<file path="src/rtl/aes_pkg.sv">
// Shared AES key-schedule types, constants and helpers.
package aes_pkg;

  typedef logic [31:0]  word_t;
  typedef logic [127:0] block_t;

  typedef enum logic [1:0] {StIdle, StEmit, StCalc, StDone} ks_state_t;

  localparam int unsigned AES128_ROUNDS = 10;
  // Round keys 0..AES128_ROUNDS inclusive.
  localparam int unsigned CacheDepth    = AES128_ROUNDS + 1;

  // Rotate a word left by one byte.
  function automatic word_t rot_word(input word_t w);
    return {w[23:0], w[31:24]};
  endfunction

endpackage

</file>
<file path="src/rtl/key_round_fn.sv">
// Combinational AES-128 next-round-key function. SubWord and rcon come from
// shared external resources, so this block only does the XOR chain.
module key_round_fn
  import aes_pkg::*;
(
  input  block_t     key_i,
  input  word_t      sbox_word_i,
  input  logic [7:0] rcon_i,
  output block_t     key_o
);

  word_t t, w0, w1, w2, w3;

  // XOR chain: each new word depends on the previous new word.
  always_comb begin
    t     = sbox_word_i ^ {rcon_i, 24'h0};
    w0    = key_i[127:96] ^ t;
    w1    = key_i[95:64]  ^ w0;
    w2    = key_i[63:32]  ^ w1;
    w3    = key_i[31:0]   ^ w2;
    key_o = {w0, w1, w2, w3};
  end

endmodule

</file>
<file path="src/rtl/key_sched_ctrl.sv">
// AES-128 key-expansion sequencer: loads a key, streams round keys 0..10 over
// valid/ready, driving the external rcon LUT and shared S-box during CALC.
// Optional round-key cache is enabled by defining KEY_SCHED_CACHE_EN.
module key_sched_ctrl
  import aes_pkg::*;
#(
  parameter int unsigned NUM_ROUNDS = AES128_ROUNDS
) (
  input  logic         clk_i,
  input  logic         rst_i,
  input  logic         start_i,
  input  logic         abort_i,
  input  logic [127:0] key_i,
  output logic [3:0]   rcon_round_o,
  input  logic [7:0]   rcon_i,
  output logic [31:0]  sbox_word_o,
  input  logic [31:0]  sbox_word_i,
  output logic         rk_valid_o,
  input  logic         rk_ready_i,
  output logic [127:0] rk_data_o,
  output logic [3:0]   rk_round_o,
  output logic         busy_o,
  output logic         done_o,
  input  logic [3:0]   rd_idx_i,
  output logic [127:0] rd_key_o,
  output logic         rd_valid_o
);

  if (NUM_ROUNDS != AES128_ROUNDS) begin : gen_bad_rounds
    $error("key_sched_ctrl: NUM_ROUNDS must be 10 (AES-128)");
  end

  localparam logic [3:0] LastRound = 4'(NUM_ROUNDS);

  ks_state_t  state_q, state_d;
  block_t     key_q, key_d, key_next;
  logic [3:0] round_q, round_d;
  logic [3:0] rcon_q, rcon_d;
  word_t      sbox_q, sbox_d;
  logic       in_calc, handshake, abort_act, load;

  assign in_calc   = (state_q == StCalc);
  assign abort_act = abort_i && (state_q != StIdle);
  assign handshake = (state_q == StEmit) && rk_ready_i && !abort_i;
  assign load      = (state_q == StIdle) && start_i && !abort_i;

  key_round_fn u_round_fn (
    .key_i       (key_q),
    .sbox_word_i (sbox_word_i),
    .rcon_i      (rcon_i),
    .key_o       (key_next)
  );

  // State and datapath registers.
  always_ff @(posedge clk_i) begin
    if (rst_i) begin
      state_q <= StIdle;
      key_q   <= '0;
      round_q <= '0;
      rcon_q  <= '0;
      sbox_q  <= '0;
    end else begin
      state_q <= state_d;
      key_q   <= key_d;
      round_q <= round_d;
      rcon_q  <= rcon_d;
      sbox_q  <= sbox_d;
    end
  end

  // Next-state logic; abort overrides any transition, including a handshake.
  always_comb begin
    state_d = state_q;
    key_d   = key_q;
    round_d = round_q;
    rcon_d  = rcon_q;
    sbox_d  = sbox_q;
    unique case (state_q)
      StIdle: begin
        if (load) begin
          key_d   = key_i;
          round_d = '0;
          state_d = StEmit;
        end
      end
      StEmit: begin
        if (rk_ready_i) state_d = (round_q == LastRound) ? StDone : StCalc;
      end
      StCalc: begin
        key_d   = key_next;
        round_d = round_q + 4'd1;
        rcon_d  = round_q;
        sbox_d  = rot_word(key_q[31:0]);
        state_d = StEmit;
      end
      StDone:  state_d = StIdle;
      default: state_d = StIdle;
    endcase
    if (abort_act) state_d = StIdle;
  end

  // LUT/S-box request is live in CALC and holds its last value elsewhere.
  always_comb begin
    rcon_round_o = in_calc ? round_q : rcon_q;
    sbox_word_o  = in_calc ? rot_word(key_q[31:0]) : sbox_q;
    rk_valid_o   = (state_q == StEmit);
    rk_data_o    = key_q;
    rk_round_o   = round_q;
    busy_o       = (state_q != StIdle);
    done_o       = (state_q == StDone);
  end

`ifdef KEY_SCHED_CACHE_EN
  block_t                cache_q [CacheDepth];
  logic [CacheDepth-1:0] valid_q;
  logic                  rd_in_range;

  // Capture each delivered round key; a new run or an abort invalidates all.
  always_ff @(posedge clk_i) begin
    if (rst_i) begin
      valid_q <= '0;
    end else if (load || abort_act) begin
      valid_q <= '0;
    end else if (handshake) begin
      cache_q[round_q] <= key_q;
      valid_q[round_q] <= 1'b1;
    end
  end

  // Gate with valid so unwritten entries never leak onto rd_key_o.
  always_comb begin
    rd_in_range = (rd_idx_i <= LastRound);
    rd_valid_o  = rd_in_range && valid_q[rd_idx_i];
    rd_key_o    = rd_valid_o ? cache_q[rd_idx_i] : '0;
  end
`else
  logic unused_rd_idx;
  assign unused_rd_idx = ^rd_idx_i;
  assign rd_key_o      = '0;
  assign rd_valid_o    = 1'b0;
`endif

endmodule

</file>
<file path="config.mk">
export PLATFORM = sky130hd
export DESIGN_NAME = key_sched_ctrl
export DESIGN_NICKNAME = d
export VERILOG_FILES = /design/src/rtl/aes_pkg.sv /design/src/rtl/key_round_fn.sv /design/src/rtl/key_sched_ctrl.sv
export SDC_FILE = /design/constraint.sdc
export NUM_CORES = 1
export LEC_CHECK = 0
export CORE_AREA = 2 2 186 188
export DETAILED_ROUTE_END_ITERATION = 10
export DIE_AREA = 0 0 188 190
export GPL_ROUTABILITY_DRIVEN = 0
export MAX_ROUTING_LAYER = met4
export PLACE_DENSITY = 0.73
export RECOVER_POWER = 100
export REMOVE_ABC_BUFFERS = 1
export SYNTH_ARGS = -nofsm -noshare
export SYNTH_HDL_FRONTEND = slang
export SYNTH_SLANG_ARGS = --single-unit
</file>
<file path="constraint.sdc">
create_clock -name clk_i -period 1.55 [get_ports clk_i]
set_input_delay 0.31 -clock clk_i [delete_from_list [all_inputs] [get_ports clk_i]]
set_output_delay 0.31 -clock clk_i [all_outputs]
set_load 0.01 [all_outputs]
</file>
Word level (Yosys, flattened, before mapping):

Index checks and enable logic that the tools add are counted.
W data, S select, Z words.

* register bits: 170
* input port bits: 177
* output and inout bits: 300
* logic and storage cells: 37

* add/subtract/negate cells: 1
* eq/ne operators: 6
* multiplexer cells: 10
* bitwise logic cells: 5
* reduce and logical (&&, ||, !) cells: 10

Operator list (count)
* $pmux W128 S2: 1
* $xor A32 B32 Y32: 5
* $mux W128: 1
* $mux W32: 1
* $mux W4: 2
* $pmux W2 S4: 1
* $pmux W4 S2: 1
* $add A4 B1 Y4 const B: 1
* $eq A2 B2 Y1 const B: 2
* $eq A4 B4 Y1 const B: 1
* $mux W2: 2
* $reduce_and A2 Y1: 2
* $reduce_bool A2 Y1: 2
* $logic_and A1 B1 Y1: 3
* $eq A2 B1 Y1 const B: 1
* $logic_not A2 Y1: 1
* $ne A2 B1 Y1 const B: 1
* $ne A2 B2 Y1 const B: 1
* $reduce_or A2 Y1: 1
* $logic_not A1 Y1: 1
* $mux W1: 1

Depth between registers and ports, before layout:

* word-level depth: 6
* mapped depth: 7
* gate-level depth less buffers: 6

Hierarchy:

From an unflattened synthesis, not the netlist that was laid out.

* cell total of the unflattened synthesis: 1183
* area total of the unflattened synthesis: 10017.1 sq um

Modules (own cells, without submodules)
* key_sched_ctrl: instances 1, cells each 1008, area each 8466.9 sq um, sequential area each 3403.3 sq um
* key_round_fn: instances 1, cells each 175, area each 1550.2 sq um, sequential area each 0.0 sq um

Least setup slack after synthesis:

Ideal clock, no wire load.

* path type: flip-flop to output port
* from: register state_q[1]
* to: output rcon_round_o[1]
* arrival time: 1.348 ns
* data required time: 1.240 ns
* path slack: -0.108 ns
* stages on the path, launching flop included: 7
* buffers on the path: 3
* cell sequence: dfxtp_1 > nor2b_1 > buf_2 > buf_2 > buf_1 > nand2_1 > nand2_1

* longest elaborated chain between the ends: 2

RTL lines
* from (decl): line key_sched_ctrl.sv:35 `ks_state_t state_q, state_d;`
* from (signal assigned): line key_sched_ctrl.sv:57 `state_q <= StIdle;`
* from (signal assigned): line key_sched_ctrl.sv:63 `state_q <= state_d;`
* $eq A2 B2 Y1: line key_sched_ctrl.sv:42 `assign in_calc = (state_q == StCalc);`
* $mux W4: line key_sched_ctrl.sv:104 `rcon_round_o = in_calc ? round_q : rcon_q;`
* to (decl): line key_sched_ctrl.sv:14 `output logic [3:0] rcon_round_o,`

Every way passes these cells.

Worst setup path in the final report:

* from: register state_q[1]
* to: output rcon_round_o[3]

The elaborated chain is that of the path after synthesis.

==> impl_results.md <==
* Status: complete, but fails checks
* Failing checks: setup timing
* Die Wd at 188 um
* Adder-Cell Fraction of Synth Area at 0.00258
* Post-Syn Area at 9690 sq um
* Syn-to-layout area delta at 86.8%
* Critical Path RT at 1.24 ns
* Hold_sp: rst_i
* Initial core utilization at 0.286
* Synth warnings at 0
* Fraction of layout cells with a size suffix above 1 at 0.380
* Mux cell area share after synthesis at 0.00942
* Total grt overflow at 0
* Row Count at just under 70
* Port Buffer Count at 343
* H-tree levels at 4
* Startpoint Class: flop
* Peak VDD IR at just over 0.7 mV
* Yosys reg bits at 170
* Setup crit start: state_q[1]
* DR vias/cell at roughly 4.8
* Inst Count DP at 2010
* Die height at 190 um
* Clk slew on worst S/H paths at 0.07 ns
* CTS Root Cell: clkbuf_16
* EDFF count, synth at 0
* Final hold vios at 0
* CTS Buf Count at 17
* Largest net degree at the start of global routing at 51
* Leakage at 9.42 nW
* Setup Crit Path Kind: flop to output port
* Final wirelength at 42400 um
* Sink Count at 170
* Hold Crit Class: input pin to flop
* Cell variety after synth at 43
* Sequential area share after synthesis at 0.351
* Main combinational cell family by area after synthesis: compound AO/OA/AOI/OAI gates
* GRT Resource Usage Total at 0.203
* Remaining routing DRC violations at 0
* Vias in the first global route at 9629
* Max-cap violations at 0
* I/O pins at 477
* Final min period at 1.99 ns
* Period utilisation layout at 1.28
* Non-filler cells, final at 2155
* Initial antenna violation count at 1
* Clk buf depth at 2
* Multi-input gate area at 6780 sq um
* RR Startpoint: state_q[1]
* Post-synthesis compound-gate area fraction at 0.211
* Clock Latency Late Sink at 0.45 ns
* Final Skew at 0.0124 ns
* Synth Area in Simple Gates at 0.136
* Die area at roughly 36000 sq um
* Nets at 1865
* RSZ-0062 raised after global routing: true
* Slew headroom at 0.660
* Worst hold margin at 0.241 ns
* # fillers at 2826
* Vias at 10400
* First-pass GRT wire length at 54400 um
* Antenna-violating nets left at 0
* Wire length per cell at 19.7 um
* Clock tree from TritonCTS: built
* Power per standard cell area at 692 nW/um^2
* Slew Viols, Final at 0
* Post-synthesis xor/xnor area fraction at 0.140
* Count of final setup violators at 171
* FF+latch area at between 3000 and 4000 sq um
* Synth Area per Inst at 8.41 sq um
* DR pass1 iterations at 5
* Primary FF master, synth: dfxtp_1
* Critical Path AT at 1.68 ns
* Most common cell after layout, fill and taps aside: clkdlybuf4s50_1
* Worst setup margin at -0.438 ns
* DPL Wire Length at between 20000 and 25000 um
* CP endpoint kind: output port
* Commonest cells after routing, fill and taps aside: 171 x clkdlybuf4s50_1, 150 x buf_4, 129 x conb_1
* Worst-Margin Slew at 0.506 ns
* Initial DRC count at between 400 and 500
* Async SR Flop Fraction at 0
* Gate Count Post-Synth at around 1200
* CP Max Fanout at 6
* F_max at 503 MHz
* CORE AREA at between 30000 and 40000 sq um
worst max-delay path, stage by stage (launching register included):
cell and delay (ns):
dfxtp_2 0.34, nor2b_4 0.16, buf_12 0.14, buf_12 0.14, buf_6 0.11, buf_6 0.12
nand2_4 0.06, nand2_4 0.07, buf_6 0.10
through the flow:
stage / setup WS, ns / instance area [sq um] / setup TNS (ns) / power [mW] / utilization
2_1_floorplan: -4.69 / 8820 / -650.30 / 6.14 / -
3_3_place_gp: -0.639 / 14100 / -72.86 / 7.60 / 0.414
3_5_place_dp: -0.709 / 14100 / -77.89 / 7.65 / 0.414
4_1_cts: -0.436 / 15700 / -77.11 / 12.0 / 0.463
5_1_grt: -0.496 / 18100 / -60.12 / 13.0 / 0.533
6_report: -0.438 / 18100 / -50.17 / 12.5 / 0.533
sequential cells by signal (all words and copies together) (netlist names):
signal,cells
rcon_q,4
sbox_q,32
rk_round_o,4
rk_data_o,128
state_q,2
routing by layer:
layer / up-vias / global-route usage / part of all wire
met4: 0 / 0.0739 / 0.031
met3: 88 / 0.0419 / 0.067
met2: 494 / 0.328 / 0.48
li1: 4802 / - / -
met5: - / - / 0
met1: 5016 / 0.249 / 0.42
cell families after synthesis:
group | after synthesis
other cells | 1
buf+inv | 231
xor+xnor | 104
compound gates | 312
mux | 9
simple gates | 323
flops | 170
fa+ha+maj | 2
final timing paths:
kind | slack (ns) | cells past startpoint | endpoint
min reg2reg | 0.46 | 2 | sbox_q[26]
max | -0.44 | 8 | rcon_round_o[3]
max reg2reg | -0.43 | 8 | rk_data_o[121]
min | 0.24 | 2 | rk_data_o[91]
synthesized netlist by cell type, drive strengths merged, types with 9 or more instances:
library cell / number / share of area
o21ai: 33 / 0.017
xnor3: 32 / 0.074
a21oi: 117 / 0.060
dfxtp: 170 / 0.35
nand2: 133 / 0.052
nor2: 152 / 0.059
buf: 172 / 0.13
xnor2: 72 / 0.066
nand2b: 9 / 0.0058
a32oi: 24 / 0.022
inv: 25 / 0.0097
a221oi: 24 / 0.022
a22oi: 24 / 0.019
a21o: 24 / 0.019
nor3: 9 / 0.0046
a211oi: 32 / 0.025
clkbuf: 34 / 0.013
area by class of cell:
type | instances | area share
repair buffers | 593 | 0.366
well taps | 455 | 0.0314
inverters | 25 | 0.00518
diodes | 1 | 0.000138
multi-input cells | 879 | 0.374
flip-flops and latches | 170 | 0.192
clock inverters | 13 | 0.00594
clock buffers | 19 | 0.0245
timing repair:
action / 4_1_cts / 5_1_grt
endpoints found under the hold margin: 0 / 0
setup endpoints to repair: 303 / 295
gates cloned: 12 / 14
setup buffers: 49 / 47
hold buffers: 0 / 0
pin swaps: 60 / 138
gates resized for setup: 349 / 529
report_power, final:
group | internal, mW | switching (mW)
logic | 1.90 | 1.58
clock network | 2.14 | 2.07
registers | 4.58 | 0.261
total | 8.62 | 3.91
No activity file was read; power rests on OpenSTA's default activity.
